[src/rtl/mem_arbiter_pkg.sv]
// Shared definitions for the main-memory arbiter: FSM encodings, owner ids,
// memory command direction and the beat-counter width helper.
package mem_arbiter_pkg;

    typedef enum logic [1:0] {
        ARB_IDLE  = 2'd0,
        ARB_ISSUE = 2'd1,
        ARB_WRITE = 2'd2,
        ARB_READ  = 2'd3
    } arb_state_e;

    localparam logic ARB_OWNER_IC = 1'b0;
    localparam logic ARB_OWNER_DC = 1'b1;

    localparam logic MEM_RW_READ  = 1'b0;
    localparam logic MEM_RW_WRITE = 1'b1;

    // A single-beat line still needs a 1-bit counter so the datapath stays uniform
    function automatic int arb_cnt_width(input int beats);
        return (beats <= 2) ? 1 : $clog2(beats);
    endfunction

endpackage

[src/rtl/mem_arbiter_reg.sv]
// Plain D register with asynchronous active-low reset to a parameterised value.
module mem_arbiter_reg #(
    parameter int             W         = 1,
    parameter logic [W-1:0]   RESET_VAL = '0
) (
    input  logic         clk,
    input  logic         rst_n,
    input  logic [W-1:0] d,
    output logic [W-1:0] q
);

    always_ff @(posedge clk or negedge rst_n) begin
        if (!rst_n) begin
            q <= RESET_VAL;
        end else begin
            q <= d;
        end
    end

endmodule

[src/rtl/mem_arbiter.sv]
// Round-robin arbiter sharing the main-memory port between ICache refills and
// DCache refills/writebacks; one line-sized transaction runs to completion at a time.
module mem_arbiter
    import mem_arbiter_pkg::*;
#(
    parameter int ADDR_W = 28,
    parameter int DATA_W = 128,
    parameter int BEATS  = 4
) (
    input  logic              clk,
    input  logic              reset,
    input  logic              ic_req_valid,
    output logic              ic_req_ready,
    input  logic [ADDR_W-1:0] ic_req_addr,
    output logic              ic_resp_valid,
    output logic [DATA_W-1:0] ic_resp_data,
    input  logic              dc_req_valid,
    output logic              dc_req_ready,
    input  logic [ADDR_W-1:0] dc_req_addr,
    input  logic              dc_req_rw,
    input  logic              dc_wdata_valid,
    output logic              dc_wdata_ready,
    input  logic [DATA_W-1:0] dc_wdata,
    output logic              dc_resp_valid,
    output logic [DATA_W-1:0] dc_resp_data,
    output logic              mem_req_valid,
    input  logic              mem_req_ready,
    output logic [ADDR_W-1:0] mem_req_addr,
    output logic              mem_req_rw,
    output logic              mem_req_data_valid,
    input  logic              mem_req_data_ready,
    output logic [DATA_W-1:0] mem_req_data,
    input  logic              mem_resp_valid,
    input  logic [DATA_W-1:0] mem_resp_data,
    output logic              busy,
    output logic              owner
);

    localparam int               CNT_W     = arb_cnt_width(BEATS);
    localparam logic [CNT_W-1:0] LAST_BEAT = CNT_W'(BEATS - 1);

    arb_state_e        state_q;
    arb_state_e        state_d;
    logic [1:0]        state_bits_q;
    logic [CNT_W-1:0]  cnt_q;
    logic [CNT_W-1:0]  cnt_d;
    logic [ADDR_W-1:0] addr_q;
    logic [ADDR_W-1:0] addr_d;
    logic              rw_q;
    logic              rw_d;
    logic              owner_q;
    logic              owner_d;

    logic              any_req;
    logic              grant_dc;
    logic              beat_hs;
    logic              last_beat;

    mem_arbiter_reg #(.W(2), .RESET_VAL(ARB_IDLE)) u_state_reg (
        .clk(clk), .rst_n(reset), .d(state_d), .q(state_bits_q)
    );
    mem_arbiter_reg #(.W(CNT_W), .RESET_VAL('0)) u_cnt_reg (
        .clk(clk), .rst_n(reset), .d(cnt_d), .q(cnt_q)
    );
    mem_arbiter_reg #(.W(ADDR_W), .RESET_VAL('0)) u_addr_reg (
        .clk(clk), .rst_n(reset), .d(addr_d), .q(addr_q)
    );
    mem_arbiter_reg #(.W(1), .RESET_VAL(MEM_RW_READ)) u_rw_reg (
        .clk(clk), .rst_n(reset), .d(rw_d), .q(rw_q)
    );
    mem_arbiter_reg #(.W(1), .RESET_VAL(ARB_OWNER_IC)) u_owner_reg (
        .clk(clk), .rst_n(reset), .d(owner_d), .q(owner_q)
    );

    assign state_q = arb_state_e'(state_bits_q);

    // On contention the requester that did not win last time goes first
    assign any_req  = ic_req_valid || dc_req_valid;
    assign grant_dc = dc_req_valid && (!ic_req_valid || (owner_q == ARB_OWNER_IC));

    always_comb begin
        beat_hs = 1'b0;
        case (state_q)
            ARB_WRITE: beat_hs = dc_wdata_valid && mem_req_data_ready;
            ARB_READ:  beat_hs = mem_resp_valid;
            default:   beat_hs = 1'b0;
        endcase
    end

    assign last_beat = beat_hs && (cnt_q == LAST_BEAT);

    always_comb begin
        state_d = state_q;
        cnt_d   = cnt_q;
        addr_d  = addr_q;
        rw_d    = rw_q;
        owner_d = owner_q;
        case (state_q)
            ARB_IDLE: begin
                if (any_req) begin
                    state_d = ARB_ISSUE;
                    cnt_d   = '0;
                    owner_d = grant_dc ? ARB_OWNER_DC : ARB_OWNER_IC;
                    addr_d  = grant_dc ? dc_req_addr : ic_req_addr;
                    rw_d    = grant_dc ? dc_req_rw : MEM_RW_READ;
                end
            end
            ARB_ISSUE: begin
                if (mem_req_ready) begin
                    state_d = (rw_q == MEM_RW_WRITE) ? ARB_WRITE : ARB_READ;
                end
            end
            ARB_WRITE, ARB_READ: begin
                if (beat_hs) begin
                    cnt_d = last_beat ? '0 : cnt_q + CNT_W'(1);
                end
                if (last_beat) begin
                    state_d = ARB_IDLE;
                end
            end
            default: state_d = ARB_IDLE;
        endcase
    end

    always_comb begin
        ic_req_ready       = 1'b0;
        dc_req_ready       = 1'b0;
        ic_resp_valid      = 1'b0;
        ic_resp_data       = '0;
        dc_resp_valid      = 1'b0;
        dc_resp_data       = '0;
        dc_wdata_ready     = 1'b0;
        mem_req_valid      = 1'b0;
        mem_req_data_valid = 1'b0;
        mem_req_data       = '0;
        mem_req_addr       = addr_q;
        mem_req_rw         = rw_q;
        busy               = (state_q != ARB_IDLE);
        owner              = owner_q;
        case (state_q)
            ARB_IDLE: begin
                // Ready is held low while reset is asserted even if valids are up
                ic_req_ready = reset && any_req && !grant_dc;
                dc_req_ready = reset && grant_dc;
            end
            ARB_ISSUE: begin
                mem_req_valid = 1'b1;
            end
            ARB_WRITE: begin
                mem_req_data_valid = dc_wdata_valid;
                dc_wdata_ready     = mem_req_data_ready;
                mem_req_data       = dc_wdata;
            end
            ARB_READ: begin
                if (owner_q == ARB_OWNER_IC) begin
                    ic_resp_valid = mem_resp_valid;
                    ic_resp_data  = mem_resp_valid ? mem_resp_data : '0;
                end else begin
                    dc_resp_valid = mem_resp_valid;
                    dc_resp_data  = mem_resp_valid ? mem_resp_data : '0;
                end
            end
            default: begin
                mem_req_valid = 1'b0;
            end
        endcase
    end

endmodule

[config.mk]
export PLATFORM = sky130hd
export DESIGN_NAME = mem_arbiter
export DESIGN_NICKNAME = d
export VERILOG_FILES = /design/src/rtl/mem_arbiter_pkg.sv /design/src/rtl/mem_arbiter_reg.sv /design/src/rtl/mem_arbiter.sv
export SDC_FILE = /design/constraint.sdc
export NUM_CORES = 1
export LEC_CHECK = 0
export CAP_MARGIN = 20
export CORE_AREA = 4 4 288 290
export DETAILED_ROUTE_END_ITERATION = 10
export DIE_AREA = 0 0 292 294
export GPL_TIMING_DRIVEN = 1
export PLACE_DENSITY_LB_ADDON = 0.12
export SYNTH_ARGS = -nofsm -noshare
export SYNTH_HDL_FRONTEND = slang
export SYNTH_SLANG_ARGS = --single-unit
[constraint.sdc]
create_clock -name clk -period 2.3 [get_ports clk]
set_clock_uncertainty 0.15 [all_clocks]
set_input_delay 0.345 -clock clk [delete_from_list [all_inputs] [get_ports clk]]
set_output_delay 0.345 -clock clk [all_outputs]
set_load 0.02 [all_outputs]
==> impl_summary.txt <==
----------------------------------------------------
[Status]
  Run status ... finished, violations left
  Violated checks ... setup timing

[Cells and area]
  Net count of the finished layout ... 1663
  Footprint of the flip-flops and latches ... 853 um2
  Layout overhead on the synthesized area ... 217%
  Fraction of final layout cells sized beyond drive strength 1 ... 41.9%
  Filler Cells Inserted ... 9158
  Non-filler instance count after layout ... 2414
  Area taken by multi-input logic gates ... 3310 um2

[GRT]
  Wire length of the first global-routing pass ... 63.1 mm
  GR Overflow Total ... 0
  Number of global-route vias before repair ... 7427
  Global router's overall resource usage ... 10.3%
  Largest net degree at the start of global routing ... 41
  Antenna violations before repair ... 7

[Drt]
  Post-DR vias/cell ... 2.89
  Total vias in the final route ... 6984
  Total wire length after detailed routing ... 49.4 mm
  Length of the first detailed-routing pass in iterations ... 4
  Average wire per cell in the routed design ... 20.5 um
  Post-detailed-route count of antenna-violating nets ... 0
  Number of remaining DRC errors ... 0
  Number of DRC markers in iteration 0 ... 155

[Synthesis]
  Synth area leader ... sky130_fd_sc_hd__and2_1
  Combinational family with the most area after synthesis ... simple AND/OR/NAND/NOR gates
  Ys async rst share ... 100%
  Commonest cells in the netlist ... sky130_fd_sc_hd__and2_1, sky130_fd_sc_hd__dfrtp_1, sky130_fd_sc_hd__a21boi_0
  Count of different cell masters after synthesis ... 29
  Netlist area before placement ... 4250 um2
  Top post-synthesis cells by area ... sky130_fd_sc_hd__and2_1, sky130_fd_sc_hd__dfrtp_1, sky130_fd_sc_hd__a221o_1, sky130_fd_sc_hd__a21boi_0, sky130_fd_sc_hd__buf_2
  Total of flip-flops plus latches after synthesis ... 34
  Mapped Avg Cell Area ... 7.55 um2
  Arithmetic-cell share of the synthesized area counting full adders, half adders and majority gates ... 0.294%
  Post-Synth Simple-Gate Area ... 59.2%
  Area fraction in compound gates after synthesis ... 13.2%
  Number of warning messages in the yosys log ... 0
  Number of enable-type register cells in the synthesized netlist ... 0
  Most used standard cell by instance count after synthesis ... sky130_fd_sc_hd__and2_1
  Yosys top cell area share ... 57.1%
  Multiplexer area fraction after synthesis ... 0.265%
  Top FF cell, synth ... sky130_fd_sc_hd__dfrtp_1
  Synthesized netlist cell count ... 563
  Synth Net Count ... 885
  Sequential element share of the synthesized area ... 20.0%
  Xor and xnor fraction of the mapped netlist area ... 0%

[Worst hold path]
  Hold Path Stages ... 1
  Min-Delay Startpoint ... u_cnt_reg.q[1]
  Kind of path behind the tightest hold check ... flip-flop to flip-flop
  Endpoint with the worst hold slack ... u_cnt_reg.q[1]

[Floorplanning]
  Core region area ... 80300 um2
  Number of placed I/O pins ... 743
  X dimension of the die ... 292 um
  Overall die height ... 294 um
  Effective utilization at floorplan ... 5.29%
  FP Rows ... 104
  Area of the die ... 85800 um2

[CTS]
  Insertion delay to the later sink of the worst-skew pair ... 0.29 ns
  CTS clk-pin slew, worst paths ... 0.06 ns
  CTS buffer count ... 5
  Total number of H-tree levels ... 2
  CTS sink count ... 34
  CTS tree ... yes
  Clock buffer depth ... 2
  Buffer cell driving the clock tree root ... sky130_fd_sc_hd__clkbuf_16

[Pwr]
  Logic gate share of total power ... 86.1%
  Ratio of total power to cell area ... 954 nW/um2
  Power share of the clock group ... 5.5%
  Leakage dissipation ... 0.00613 uW
  Part of the power in registers ... 8.3%
  Switching power share of the total ... 46.4%
  Internal power consumption ... 6900 uW
  Switching pwr ... 5980 uW
  Peak ir drop on the vdd network ... 0.277 mV

[STA]
  Hold Fails Final Rpt ... 0
  Final critical-path required period ... 2.33 ns
  Setup violators final ... 46
  Slew at the pin closest to its max-slew limit ... 0.368 ns
  Final worst hold slack ... 0.402 ns
  Smallest setup slack after layout ... -0.0311 ns
  Final period utilization ... 101%
  Max-slew violation total from the final report ... 0
  Worst-case headroom to the max-slew limit ... 75.4%
  Achievable clock frequency ... 429 MHz
  RSZ-0062 raised after global routing ... true

[Job]
  Max cap viols ... 0

[Worst setup path]
  Required arrival time at the worst endpoint ... 1.80 ns
  Buffers & Inverters on Critical Path ... 5
  Slowest-stage cell, CP ... sky130_fd_sc_hd__dfrtp_2
  Setup CP Type ... flip-flop to output pin
  Startpoint Class ... flip-flop
  Reg-to-reg critical path endpoint ... u_addr_reg.q[4]
  Worst path max stage delay ... 0.43 ns
  Crit Path Max Fanout ... 7
  Slack of the worst reg-to-reg path ... 0.34 ns
  Crit end category ... output pin
  Cell repeated most along the worst path ... sky130_fd_sc_hd__buf_12
  Depth of the worst register-to-register path ... 8
  Largest delay contributor family on the critical path ... buffers and inverters
  Worst path arrival time ... 1.84 ns
  Worst reg2reg path startpoint ... u_state_reg.q[0]
  Cell Chain, Critical Path ... buf_12 -> and2b_4 -> buf_12 -> buf_12 -> clkbuf_16 -> and2_1 -> buf_4

[Place]
  Detailed placer's ending HPWL ... 41.7 mm
  Routability congestion estimate ... 0.847
  Number of cells after detailed placement ... 2358
  Input/output buffers ... 742

----------------------------------------------------
[cell usage in the layout, fill, tap and decap left out, drive strengths merged]
master	instances
dlygate4sd3	1
clkdlybuf4s15	28
a41o	1
dfrtp	34
clkdlybuf4s50	349
mux2	1
clkinv	1
nand4b	1
dlygate4sd2	2
and2	388
diode	12
ha	1
and2b	2
nand3	2
inv	3
buf	430
a21o	1
a221o	28
nor2	4
clkbuf	23
or2	1
a22o	1
o211ai	1
and3	1
a211oi	1
a21oi	2
a21boi	30
nand2	5
[power by group through the flow]
stage                     Sequential, uW  Combinational (uW)  Clock [uW]
after global routing                1110               11800         774
after CTS                           1080               10400         752
after floorplan                     1360                4050           0
final                               1070               11100         713
after global placement              1070               10000           0
after detailed placement            1070                9940           0
[cells by family (layout without fill, tap and decap cells)]
| family | after synthesis | count (layout) |
|---|---|---|
| simple gates | 404 | 404 |
| mux | 1 | 1 |
| buf+inv | 58 | 837 |
| fa+ha+maj | 1 | 1 |
| compound gates | 65 | 65 |
| flops | 34 | 34 |
| other cells | 0 | 12 |
[worst max-delay path by stage]
stage / to / startpoint / depth (start not counted)
floorplan: ic_req_ready / u_state_reg.q[1] / 6
global placement: ic_resp_data[67] / mem_resp_valid / 7
detailed placement: dc_resp_data[67] / mem_resp_valid / 7
CTS: ic_resp_data[67] / u_state_reg.q[0] / 7
global route: ic_resp_data[48] / u_state_reg.q[0] / 8
finish: mem_req_data[67] / u_state_reg.q[0] / 7
[state kept, by name, indices dropped and copies added, names as in the netlist]
signal and flops:
u_rw_reg.q 1, u_addr_reg.q 28, u_owner_reg.q 1, u_state_reg.q 2
u_cnt_reg.q 2
[layout make-up]
type	instances	area share, %
timing repair buffer	826	57.9
clock inverter	1	0.0371
tap	1060	9.83
antenna	12	0.223
clock buffer	7	1.06
inverter	3	0.0835
multi-input combinational	471	24.6
sequential	34	6.33
[metrics by stage]
step	setup TNS, ns	power [uW]	instance area (um2)	setup slack, ns	utilization [%]
floorplan	0	5410	4250	0.350	-
global placement	-130.88	11100	13200	-0.645	16.5
detailed placement	-133.02	11000	13200	-0.655	16.5
CTS	-7.30	12200	13300	-0.117	16.6
global route	-12.85	13600	13500	-0.116	16.8
finish	-0.577	12900	13500	-0.0311	16.8
[layer usage]
layer	track usage (%)	up-vias	wire length (um)
li1	-	3376	-
met1	11.8	3225	19200
met5	0	-	13
met3	3.26	28	3760
met2	18.8	353	25600
met4	2.04	2	825
[repair_timing]
action / 4_1_cts / 5_1_grt
pin swaps: 11 / 27
endpoints found under the hold margin: 34 / 0
cloned: 6 / 8
hold buffers: 1 / 0
buffers inserted: 17 / 5
setup endpoints to repair: 366 / 351
gates resized for setup: 1171 / 327
Note: power is estimated with default switching activity, not from simulation.
